**src/rtl/rr_burst_arb_pkg.sv**
```systemverilog
// Shared types and helpers for the round-robin burst arbiter.
package rr_arb_pkg;

    typedef enum logic [0:0] {IDLE, BUSY} arb_state_t;

    // Wrap-around increment of a requester index in the range 0..cnt-1.
    function automatic int next_ptr(input int idx, input int cnt);
        return (idx >= cnt - 1) ? 0 : idx + 1;
    endfunction

endpackage

```
**src/rtl/rr_burst_arb_if.sv**
```systemverilog
// Requester/resource side bundle of the burst arbiter; slave = arbiter, master = requesters/resource.
interface rr_burst_arb_if #(
    parameter int REQCNT   = 5,
    parameter int REQWIDTH = $clog2(REQCNT)
);
    logic [REQCNT-1:0]   req_i;
    logic [REQCNT-1:0]   last_i;
    logic                res_ready_i;
    logic [REQCNT-1:0]   gnt_o;
    logic [REQWIDTH-1:0] gnt_num_o;
    logic                gnt_val_o;
    logic                beat_o;
    logic                abort_o;

    modport slave (
        input  req_i, last_i, res_ready_i,
        output gnt_o, gnt_num_o, gnt_val_o, beat_o, abort_o
    );

    modport master (
        output req_i, last_i, res_ready_i,
        input  gnt_o, gnt_num_o, gnt_val_o, beat_o, abort_o
    );
endinterface

```
**src/rtl/rr_burst_arb_pick.sv**
```systemverilog
// Combinational rotating-priority finder: first set request at or after ptr, wrapping.
// Zero latency; no flow control.
module rr_pick #(
    parameter int N = 5,
    parameter int W = $clog2(N)
) (
    input  logic [N-1:0] req,
    input  logic [W-1:0] ptr,
    output logic [W-1:0] idx,
    output logic         found
);
    logic [2*N-1:0] w_dbl;
    logic [2*N-1:0] w_masked;

    // Upper copy supplies the wrapped candidates; lower copy is masked below ptr.
    always_comb begin
        w_dbl    = {req, req};
        w_masked = '0;
        for (int i = 0; i < 2*N; i++) begin
            w_masked[i] = w_dbl[i] && (i >= int'(ptr));
        end
    end

    always_comb begin
        idx   = '0;
        found = 1'b0;
        for (int i = 2*N - 1; i >= 0; i--) begin
            if (w_masked[i]) begin
                found = 1'b1;
                idx   = (i >= N) ? W'(i - N) : W'(i);
            end
        end
    end
endmodule

```
**src/rtl/rr_burst_arb.sv**
```systemverilog
// Round-robin burst arbiter: grant one cycle after request, held until last/withdraw/MAXBEATS.
// Beats only move when the resource is ready; a stalled resource holds the grant indefinitely.
module rr_burst_arb
    import rr_arb_pkg::*;
#(
    parameter int REQCNT   = 5,
    parameter int REQWIDTH = $clog2(REQCNT),
    parameter int MAXBEATS = 16,
    parameter int BEATW    = $clog2(MAXBEATS + 1)
) (
    input  logic           clk_i,
    input  logic           rst_i,
    rr_burst_arb_if.slave  bus
);
    arb_state_t          r_state, w_state_n;
    logic [REQCNT-1:0]   r_gnt, w_gnt_n;
    logic [REQWIDTH-1:0] r_gnt_num, w_gnt_num_n;
    logic [REQWIDTH-1:0] r_ptr, w_ptr_n;
    logic                r_gnt_val, w_gnt_val_n;
    logic                r_abort, w_abort_n;
    logic [BEATW-1:0]    r_beat_cnt, w_beat_cnt_n;

    logic [REQWIDTH-1:0] w_pick_idx;
    logic                w_found;
    logic                w_owner_req;
    logic                w_owner_last;
    logic                w_beat;
    logic                w_max_rel;

    rr_pick #(.N(REQCNT), .W(REQWIDTH)) u_pick (
        .req   (bus.req_i),
        .ptr   (r_ptr),
        .idx   (w_pick_idx),
        .found (w_found)
    );

    assign w_owner_req  = bus.req_i[r_gnt_num];
    assign w_owner_last = bus.last_i[r_gnt_num];
    assign w_beat       = r_gnt_val & w_owner_req & bus.res_ready_i;
    // Forced release only when the owner did not end the burst on this same beat.
    assign w_max_rel    = w_beat & ~w_owner_last & (r_beat_cnt == BEATW'(MAXBEATS - 1));

    always_comb begin
        w_state_n    = r_state;
        w_gnt_n      = r_gnt;
        w_gnt_num_n  = r_gnt_num;
        w_gnt_val_n  = r_gnt_val;
        w_ptr_n      = r_ptr;
        w_beat_cnt_n = r_beat_cnt;
        w_abort_n    = 1'b0;
        case (r_state)
            IDLE: begin
                if (w_found) begin
                    w_state_n              = BUSY;
                    w_gnt_n                = '0;
                    w_gnt_n[w_pick_idx]    = 1'b1;
                    w_gnt_num_n            = w_pick_idx;
                    w_gnt_val_n            = 1'b1;
                    w_beat_cnt_n           = '0;
                end
            end
            BUSY: begin
                if (!w_owner_req || (w_beat && w_owner_last) || w_max_rel) begin
                    w_state_n    = IDLE;
                    w_gnt_n      = '0;
                    w_gnt_num_n  = '0;
                    w_gnt_val_n  = 1'b0;
                    w_beat_cnt_n = '0;
                    w_abort_n    = w_max_rel;
                    w_ptr_n      = REQWIDTH'(next_ptr(int'(r_gnt_num), REQCNT));
                end else if (w_beat) begin
                    w_beat_cnt_n = r_beat_cnt + 1'b1;
                end
            end
            default: w_state_n = IDLE;
        endcase
    end

    always_ff @(posedge clk_i or posedge rst_i) begin
        if (rst_i) begin
            r_state    <= IDLE;
            r_gnt      <= '0;
            r_gnt_num  <= '0;
            r_gnt_val  <= 1'b0;
            r_ptr      <= '0;
            r_beat_cnt <= '0;
            r_abort    <= 1'b0;
        end else begin
            r_state    <= w_state_n;
            r_gnt      <= w_gnt_n;
            r_gnt_num  <= w_gnt_num_n;
            r_gnt_val  <= w_gnt_val_n;
            r_ptr      <= w_ptr_n;
            r_beat_cnt <= w_beat_cnt_n;
            r_abort    <= w_abort_n;
        end
    end

    assign bus.gnt_o     = r_gnt;
    assign bus.gnt_num_o = r_gnt_num;
    assign bus.gnt_val_o = r_gnt_val;
    assign bus.beat_o    = w_beat;
    assign bus.abort_o   = r_abort;
endmodule

```
**src/flat_wrapper.sv**
```systemverilog
// flat-port wrapper written by rule: the top's interface ports become plain ports
module rr_burst_arb_flat import rr_arb_pkg::*;
#(
    parameter int REQCNT   = 5,
    parameter int REQWIDTH = $clog2(REQCNT),
    parameter int MAXBEATS = 16,
    parameter int BEATW    = $clog2(MAXBEATS + 1)
)
  (clk_i, rst_i, bus_req_i, bus_last_i, bus_res_ready_i, bus_gnt_o, bus_gnt_num_o, bus_gnt_val_o, bus_beat_o, bus_abort_o);
  rr_burst_arb_if #(.REQCNT(REQCNT), .REQWIDTH(REQWIDTH)) bus_i ();
  input  logic clk_i;
  input  logic rst_i;
  input wire logic [$bits(bus_i.req_i)-1:0] bus_req_i;
  input wire logic [$bits(bus_i.last_i)-1:0] bus_last_i;
  input wire logic [$bits(bus_i.res_ready_i)-1:0] bus_res_ready_i;
  output wire logic [$bits(bus_i.gnt_o)-1:0] bus_gnt_o;
  output wire logic [$bits(bus_i.gnt_num_o)-1:0] bus_gnt_num_o;
  output wire logic [$bits(bus_i.gnt_val_o)-1:0] bus_gnt_val_o;
  output wire logic [$bits(bus_i.beat_o)-1:0] bus_beat_o;
  output wire logic [$bits(bus_i.abort_o)-1:0] bus_abort_o;
  assign bus_i.req_i = bus_req_i;
  assign bus_i.last_i = bus_last_i;
  assign bus_i.res_ready_i = bus_res_ready_i;
  assign bus_gnt_o = bus_i.gnt_o;
  assign bus_gnt_num_o = bus_i.gnt_num_o;
  assign bus_gnt_val_o = bus_i.gnt_val_o;
  assign bus_beat_o = bus_i.beat_o;
  assign bus_abort_o = bus_i.abort_o;
  rr_burst_arb #(.REQCNT(REQCNT), .REQWIDTH(REQWIDTH), .MAXBEATS(MAXBEATS), .BEATW(BEATW)) u_core (.clk_i(clk_i), .rst_i(rst_i), .bus(bus_i));
endmodule
```
**config.mk**
```make
export PLATFORM = sky130hd
export DESIGN_NAME = rr_burst_arb_flat
export DESIGN_NICKNAME = d
export VERILOG_FILES = /design/src/rtl/rr_burst_arb_pkg.sv /design/src/rtl/rr_burst_arb_if.sv /design/src/rtl/rr_burst_arb_pick.sv /design/src/rtl/rr_burst_arb.sv /design/src/flat_wrapper.sv
export SDC_FILE = /design/constraint.sdc
export NUM_CORES = 1
export LEC_CHECK = 0
export BUFFER_PORTS_ARGS = -buffer_cell sky130_fd_sc_hd__buf_2
export CAP_MARGIN = 10
export CELL_PAD_IN_SITES_DETAIL_PLACEMENT = 1
export CELL_PAD_IN_SITES_GLOBAL_PLACEMENT = 2
export CORE_ASPECT_RATIO = 1.4
export CORE_MARGIN = 8
export CORE_UTILIZATION = 30
export CTS_CLUSTER_SIZE = 25
export DETAILED_ROUTE_END_ITERATION = 12
export PLACE_DENSITY = 0.78
export SYNTH_ARGS = -nofsm -noshare
export SYNTH_HDL_FRONTEND = slang
export SYNTH_SLANG_ARGS = --single-unit
```
**constraint.sdc**
```tcl
create_clock -name clk_i -period 2.12 [get_ports clk_i]
set_input_delay 0.424 -clock clk_i [delete_from_list [all_inputs] [get_ports clk_i]]
set_output_delay 0.424 -clock clk_i [all_outputs]
set_load 0.05 [all_outputs]
```
==> impl_metrics.yaml, run 1 <==
critical_path:
  setup.worst_path.start_class: "register"
  arrival_ps: 1650
  criticalPathCategory: "reg -> out"
  critical_path_required_ps: 1700
  reg2reg_from: "u_core.r_beat_cnt[0]"
  worst_setup_path_startpoint: "u_core.bus.gnt_num_o[0]"
  critical_path.endpoint_type: "output port"
  cp_max_fo: 8
timing:
  setup_viol: 0
  maxClockFrequency_ghz: 0.482
  rsz0062_at_grt: "true"
  hold_viol: 0
  clock_skew_ps: 3.32
  tightest_slew_ps: 733
  min_period_over_period_pct: 97.9
  post_layout_minimum_cycle_time_ps: 2070
  timing_max_transition_violations_final: 0
  relSlewSlack_pct: 51.0
  finalHoldWorstSlack_ps: 278
placement:
  detailedPlacementHpwl_um: 2760
  placed_area_um2: 1430
  final_replace_weighted_congestion: 0.775
  portBuffers: 23
final_layout:
  diodes: 0
  nets: 178
  layout-drive-gt1-share_pct: 36.0
  area_overhead_of_the_layout_relative_to_synthesis_pct: 22.6
  final_design_area_excluding_fillers_um2: 1510
global_routing:
  grt.total_usage_pct: 11.1
  maximum_number_of_pins_on_one_net_before_global_route_repair: 20
  first_global_vias: 1294
  wire_length_of_the_first_global_routing_pass_um: 6070
  global_route_congestion_overflow_total: 0
  grt_antenna_before_repair: 0
logic_synthesis:
  netlist_area_um2: 1230
  yosys.cell_count.top_type: "sky130_fd_sc_hd__dfrtp_1"
  synth_enable_flop_cells: 0
  postSynthNetCount: 146
  cell_type_contributing_the_most_total_cell_area_after_synthesis: "sky130_fd_sc_hd__dfrtp_1"
  post_synth_inst_count: 130
  synth.top_cells.by_count: "sky130_fd_sc_hd__dfrtp_1 (19), sky130_fd_sc_hd__nor2_1 (11), sky130_fd_sc_hd__inv_1 (9)"
  synth_seq_area_share_pct: 38.6
  synth_mux_area_share_pct: 7.41
  yosys.area_share.xor_xnor_pct: 0.711
  synth.top_cells.by_area: "sky130_fd_sc_hd__dfrtp_1 (39%), sky130_fd_sc_hd__mux2i_1 (4.1%), sky130_fd_sc_hd__a31o_2 (3.6%)"
  synthesis.area_per_instance_um2: 9.48
  post_synth_fa_ha_maj_area_fraction_pct: 3.05
  async_flop_share_pct: 100
  synth_simple_gate_area_share_pct: 17.9
  synth_top_family_by_area: "compound AO/OA/AOI/OAI gates"
  ys.flop_type: "sky130_fd_sc_hd__dfrtp_1"
  synth.distinct_cells: 49
  ys_ff_latch: 19
  synth_largest_type_area_fraction_pct: 38.6
  share_of_the_synthesized_area_in_compound_gates_ao_oa_aoi_oai_pct: 26.1
  ys.warnings.count: 0
drt:
  vias_per_cell: 5.63
  drt_first_pass_iters: 4
  route.antenna.remaining_nets: 0
  drt-wirelength-per-cell_um: 17.1
  dr_iter_0_viols: 65
  total_routed_wirelength_um: 3480
  vias: 1148
  drt_drc_violations_left: 0
clock_tree:
  clock_latency_ps: 260
  cts.root.buffer_cell: "sky130_fd_sc_hd__clkbuf_8"
  tritoncts_num_sinks: 19
  cts.path.max_buffers: 2
  clk_transition_reported_paths_ps: 70
  cts.htree.levels: 1
  cts_made_buffers: 3
  postCtsHoldBufs: 0
  cts_tree: "yes"
flow_run:
  cap_viol_max_count: 0
die:
  fp-row-count: 27
  core-area_um2: 3950
  die-height_um: 91.8
  area_enclosed_by_the_die_boundary_um2: 6440
  initial_utilization_pct: 31.2
  die_width_um: 70.2
  pin_count: 24
pwr:
  ir_drop_v: 0.000675
  power_per_cell_area_nw_per_um2: 1510
  leakage_nw: 0.730
worst_hold_path:
  hp-class: "in -> async"
outcome:
  status: "completed"
stage by stage:
step	util [%]	std cells	worst slack, ps	TNS [ps]	total power, W
2_1_floorplan	-	130	21.6	0	0.00161
3_3_place_gp	36.1	198	-5.99	-5.99	0.00192
3_5_place_dp	36.1	198	-23.9	-23.9	0.00196
4_1_cts	37.8	203	20.3	0	0.00226
5_1_grt	38.2	204	-24.8	-24.8	0.00245
6_report	38.2	204	45.4	0	0.00228
registers in the layout (all words and copies together) (netlist names):
name                  cells
u_core.r_ptr              3
u_core.r_state            1
u_core.bus.gnt_val_o      1
u_core.bus.gnt_num_o      3
u_core.bus.abort_o        1
u_core.bus.gnt_o          5
u_core.r_beat_cnt         5
path summary, 6_finish.rpt:
check,slack [ps],cells after the start,end
min in group clk_i,510,1,u_core.r_beat_cnt[4]
max in group asynchronous,1340,2,u_core.bus.gnt_num_o[0]
worst min register to register,510,1,u_core.r_beat_cnt[4]
worst max-delay path,50,5,bus_beat_o
worst min-delay path,280,2,u_core.r_beat_cnt[3]
worst max register to register,100,6,u_core.r_ptr[0]
critical path, stage by stage, from the launching register on:
cell	delay [ps]
sky130_fd_sc_hd__dfrtp_2	480
sky130_fd_sc_hd__mux2i_1	140
sky130_fd_sc_hd__o211ai_1	310
sky130_fd_sc_hd__nand2_2	180
sky130_fd_sc_hd__nor2_4	120
sky130_fd_sc_hd__buf_6	160
layout make-up:
cell class,instances,area [µm²]
Clock inverter,1,5.00
Tap cell,43,53.8
Fill cell,479,2440
Inverter,9,33.8
Timing Repair Buffer,33,196
Clock buffer,3,41.3
Multi-Input combinational cell,96,704
Sequential cell,19,477
cells by family after synthesis:
group                      Yosys count
AOI/OAI and AO/OA                   42
xor gates and xnor gates             1
adders and majority gates            3
buffers and inverters               15
DFF                                 19
muxes                                8
and+or+nand+nor                     42
timing repair:
item,CTS,global route
setup endpoints to repair,2,11
gates resized for setup,6,3
setup buffers,1,1
pin swaps,2,1
gates cloned,0,0
cells in the final DEF (no fill, tap or decap), types with 5 or more instances in the layout:
master,n
sky130_fd_sc_hd__buf_4,10
sky130_fd_sc_hd__a31o_2,5
sky130_fd_sc_hd__mux2i_1,5
sky130_fd_sc_hd__o21ai_0,5
sky130_fd_sc_hd__buf_2,22
sky130_fd_sc_hd__nor2_1,10
sky130_fd_sc_hd__dfrtp_1,18
sky130_fd_sc_hd__nand2_1,7
sky130_fd_sc_hd__nor2b_1,5
sky130_fd_sc_hd__inv_1,9
layer usage:
layer	GRT usage [%]	vias up	wire length, µm
met5	0	-	0
met4	3.53	0	45
met3	2.16	6	122
met2	21.4	15	1970
met1	11.6	583	1350
li1	-	544	-
power by group:
group,internal [W],switching (W),total (W)
logic,0.000567,0.000813,0.00138
clock network,0.000131,0.000126,0.000257
registers,0.000476,0.000169,0.000645
Power figures use the tool's default switching activity.
==> run 2, diff against run 1 <==
--- a/config.mk
+++ b/config.mk
@@ -9,7 +9,6 @@
 export CAP_MARGIN = 10
 export CELL_PAD_IN_SITES_DETAIL_PLACEMENT = 1
 export CELL_PAD_IN_SITES_GLOBAL_PLACEMENT = 2
-export CORE_ASPECT_RATIO = 1.4
 export CORE_MARGIN = 8
 export CORE_UTILIZATION = 30
 export CTS_CLUSTER_SIZE = 25
==> run 2 against run 1 <==
  * Worst setup slack improved by 23 ps
  * First-iteration DRC count is 46% lower
  * Sequential power rose by 1%
  * Critical endpoint unchanged
==> impl_metrics.yaml, run 2 (synthesis gave the netlist of run 1 again) <==
global_routing:
  wire_length_of_the_first_global_routing_pass_um: 5930
  grt_antenna_before_repair: 0
  grt.total_usage_pct: 11.7
  first_global_vias: 1243
  global_route_congestion_overflow_total: 0
  maximum_number_of_pins_on_one_net_before_global_route_repair: 20
pwr:
  leakage_nw: 0.750
  total_power_w: 0.00236
  power_per_cell_area_nw_per_um2: 1510
  ir_drop_v: 0.000663
final_layout:
  final_common_cell: "sky130_fd_sc_hd__buf_2"
  diodes: 0
  layout-drive-gt1-share_pct: 38.2
  final-seq-area_um2: 477
  top_library_cells_by_usage_in_the_layout_fill_and_taps_aside: "sky130_fd_sc_hd__buf_2 (22), sky130_fd_sc_hd__dfrtp_1 (18), sky130_fd_sc_hd__buf_4 (14)"
  multiInputGateArea_um2: 712
  nets: 182
  area_overhead_of_the_layout_relative_to_synthesis_pct: 26.6
  fillCellCount: 481
clock_tree:
  cts_made_buffers: 3
  cts.htree.levels: 1
  clk_transition_reported_paths_ps: 80
  clock_latency_ps: 260
  cts_tree: "yes"
  cts.root.buffer_cell: "sky130_fd_sc_hd__clkbuf_8"
  tritoncts_num_sinks: 19
  cts.path.max_buffers: 2
critical_path:
  critical_path.endpoint_type: "output port"
  reg2reg_from: "u_core.r_beat_cnt[0]"
  arrival_ps: 1630
  crit_chain: "mux2i_1 -> o211ai_1 -> nand2_2 -> nor2_4 -> buf_6"
  setup.reg_to_reg.worst_slack_ps: 90
  criticalPathCategory: "reg -> out"
  setup.worst_path.start_class: "register"
  critical_path_required_ps: 1700
  ff2ff_path_depth: 6
  critical_path.slowest_cell: "sky130_fd_sc_hd__dfrtp_2"
  regToRegEndpoint: "u_core.r_ptr[0]"
  slowest_delay_ps: 500
  cp_max_fo: 10
timing:
  hold_viol: 0
  clock_skew_ps: 6.20
  maxClockFrequency_ghz: 0.487
  setup_viol: 0
  min_period_over_period_pct: 96.8
  relSlewSlack_pct: 65.2
  timing_max_transition_violations_final: 0
  post_layout_minimum_cycle_time_ps: 2050
  finalHoldWorstSlack_ps: 177
  tightest_slew_ps: 522
worst_hold_path:
  hp-class: "in -> async"
die:
  die_width_um: 80.1
  fp-row-count: 23
  core-area_um2: 3970
  pin_count: 24
  initial_utilization_pct: 31.0
  die-height_um: 80.1
  area_enclosed_by_the_die_boundary_um2: 6420
placement:
  detailedPlacementHpwl_um: 2730
  final_replace_weighted_congestion: 0.781
  portBuffers: 23
outcome:
  status: "completed"
flow_run:
  cap_viol_max_count: 0
drt:
  vias_per_cell: 5.46
  drt_first_pass_iters: 4
  drt-wirelength-per-cell_um: 17.3
  vias: 1173
  total_routed_wirelength_um: 3720
  dr_iter_0_viols: 35
  drt_drc_violations_left: 0
  route.antenna.remaining_nets: 0
[run 2: power by group]
group | total, W | internal [W] | switching [W]
Combinational | 0.00145 | 0.000616 | 0.000836
Clock | 0.000257 | 0.000132 | 0.000124
Sequential | 0.000652 | 0.000476 | 0.000176
[run 2: cell type report]
class | count | share of cell area (%)
multi-input combinational | 96 | 45.6
sequential | 19 | 30.6
timing repair buffer | 37 | 14.5
tap | 50 | 4.01
clock buffer | 3 | 2.65
inverter | 9 | 2.17
clock inverter | 1 | 0.481
[run 2: how the worst max path moves through the flow]
stage	endpoint	cells after the start	slack [ps]	start
floorplan	u_core.r_ptr[0]	7	20	u_core.bus.gnt_num_o[2]
global placement	u_core.r_ptr[0]	6	70	u_core.r_beat_cnt[0]
detailed placement	u_core.r_beat_cnt[2]	7	6	u_core.r_beat_cnt[0]
CTS	bus_beat_o	5	9	u_core.bus.gnt_num_o[0]
global route	u_core.bus.gnt_o[2]	7	-0.8	u_core.r_beat_cnt[0]
finish	bus_beat_o	5	70	u_core.bus.gnt_num_o[0]
[run 2: metal layers]
metal | vias to the layer above | track usage [%] | share of wire (%)
met3 | 6 | 3.46 | 5.1
li1 | 557 | - | -
met1 | 581 | 13.3 | 44
met2 | 29 | 20.5 | 49
met5 | - | 0 | 0
met4 | 0 | 3.09 | 1.7
[run 2: repair_timing]
| item | in CTS | in global routing |
|---|---|---|
| setup buffers | 1 | 3 |
| pin swaps | 1 | 3 |
| endpoints found under the setup margin | 5 | 8 |
| resized for setup | 4 | 5 |
| hold buffers | 0 | 0 |
[run 2: stage by stage]
stage | TNS, ps | utilization [%] | worst slack (ps) | cells | area, µm²
3_5_place_dp | 0 | 36.5 | 6.09 | 207 | 1450
3_3_place_gp | 0 | 36.5 | 72.2 | 207 | 1450
5_1_grt | -0.787 | 39.3 | -0.787 | 215 | 1560
6_report | 0 | 39.3 | 68.6 | 215 | 1560
2_1_floorplan | 0 | - | 21.6 | 130 | 1240
4_1_cts | 0 | 38.1 | 8.80 | 212 | 1510
[run 2: worst max-delay path: cells and delay by family, from the launching register on]
family,cells,cell delay (ps)
AO/OA/AOI/OAI,1,280
multiplexers,1,150
AND/OR/NAND/NOR,2,280
flip-flops,1,500
buffers and inverters,1,160
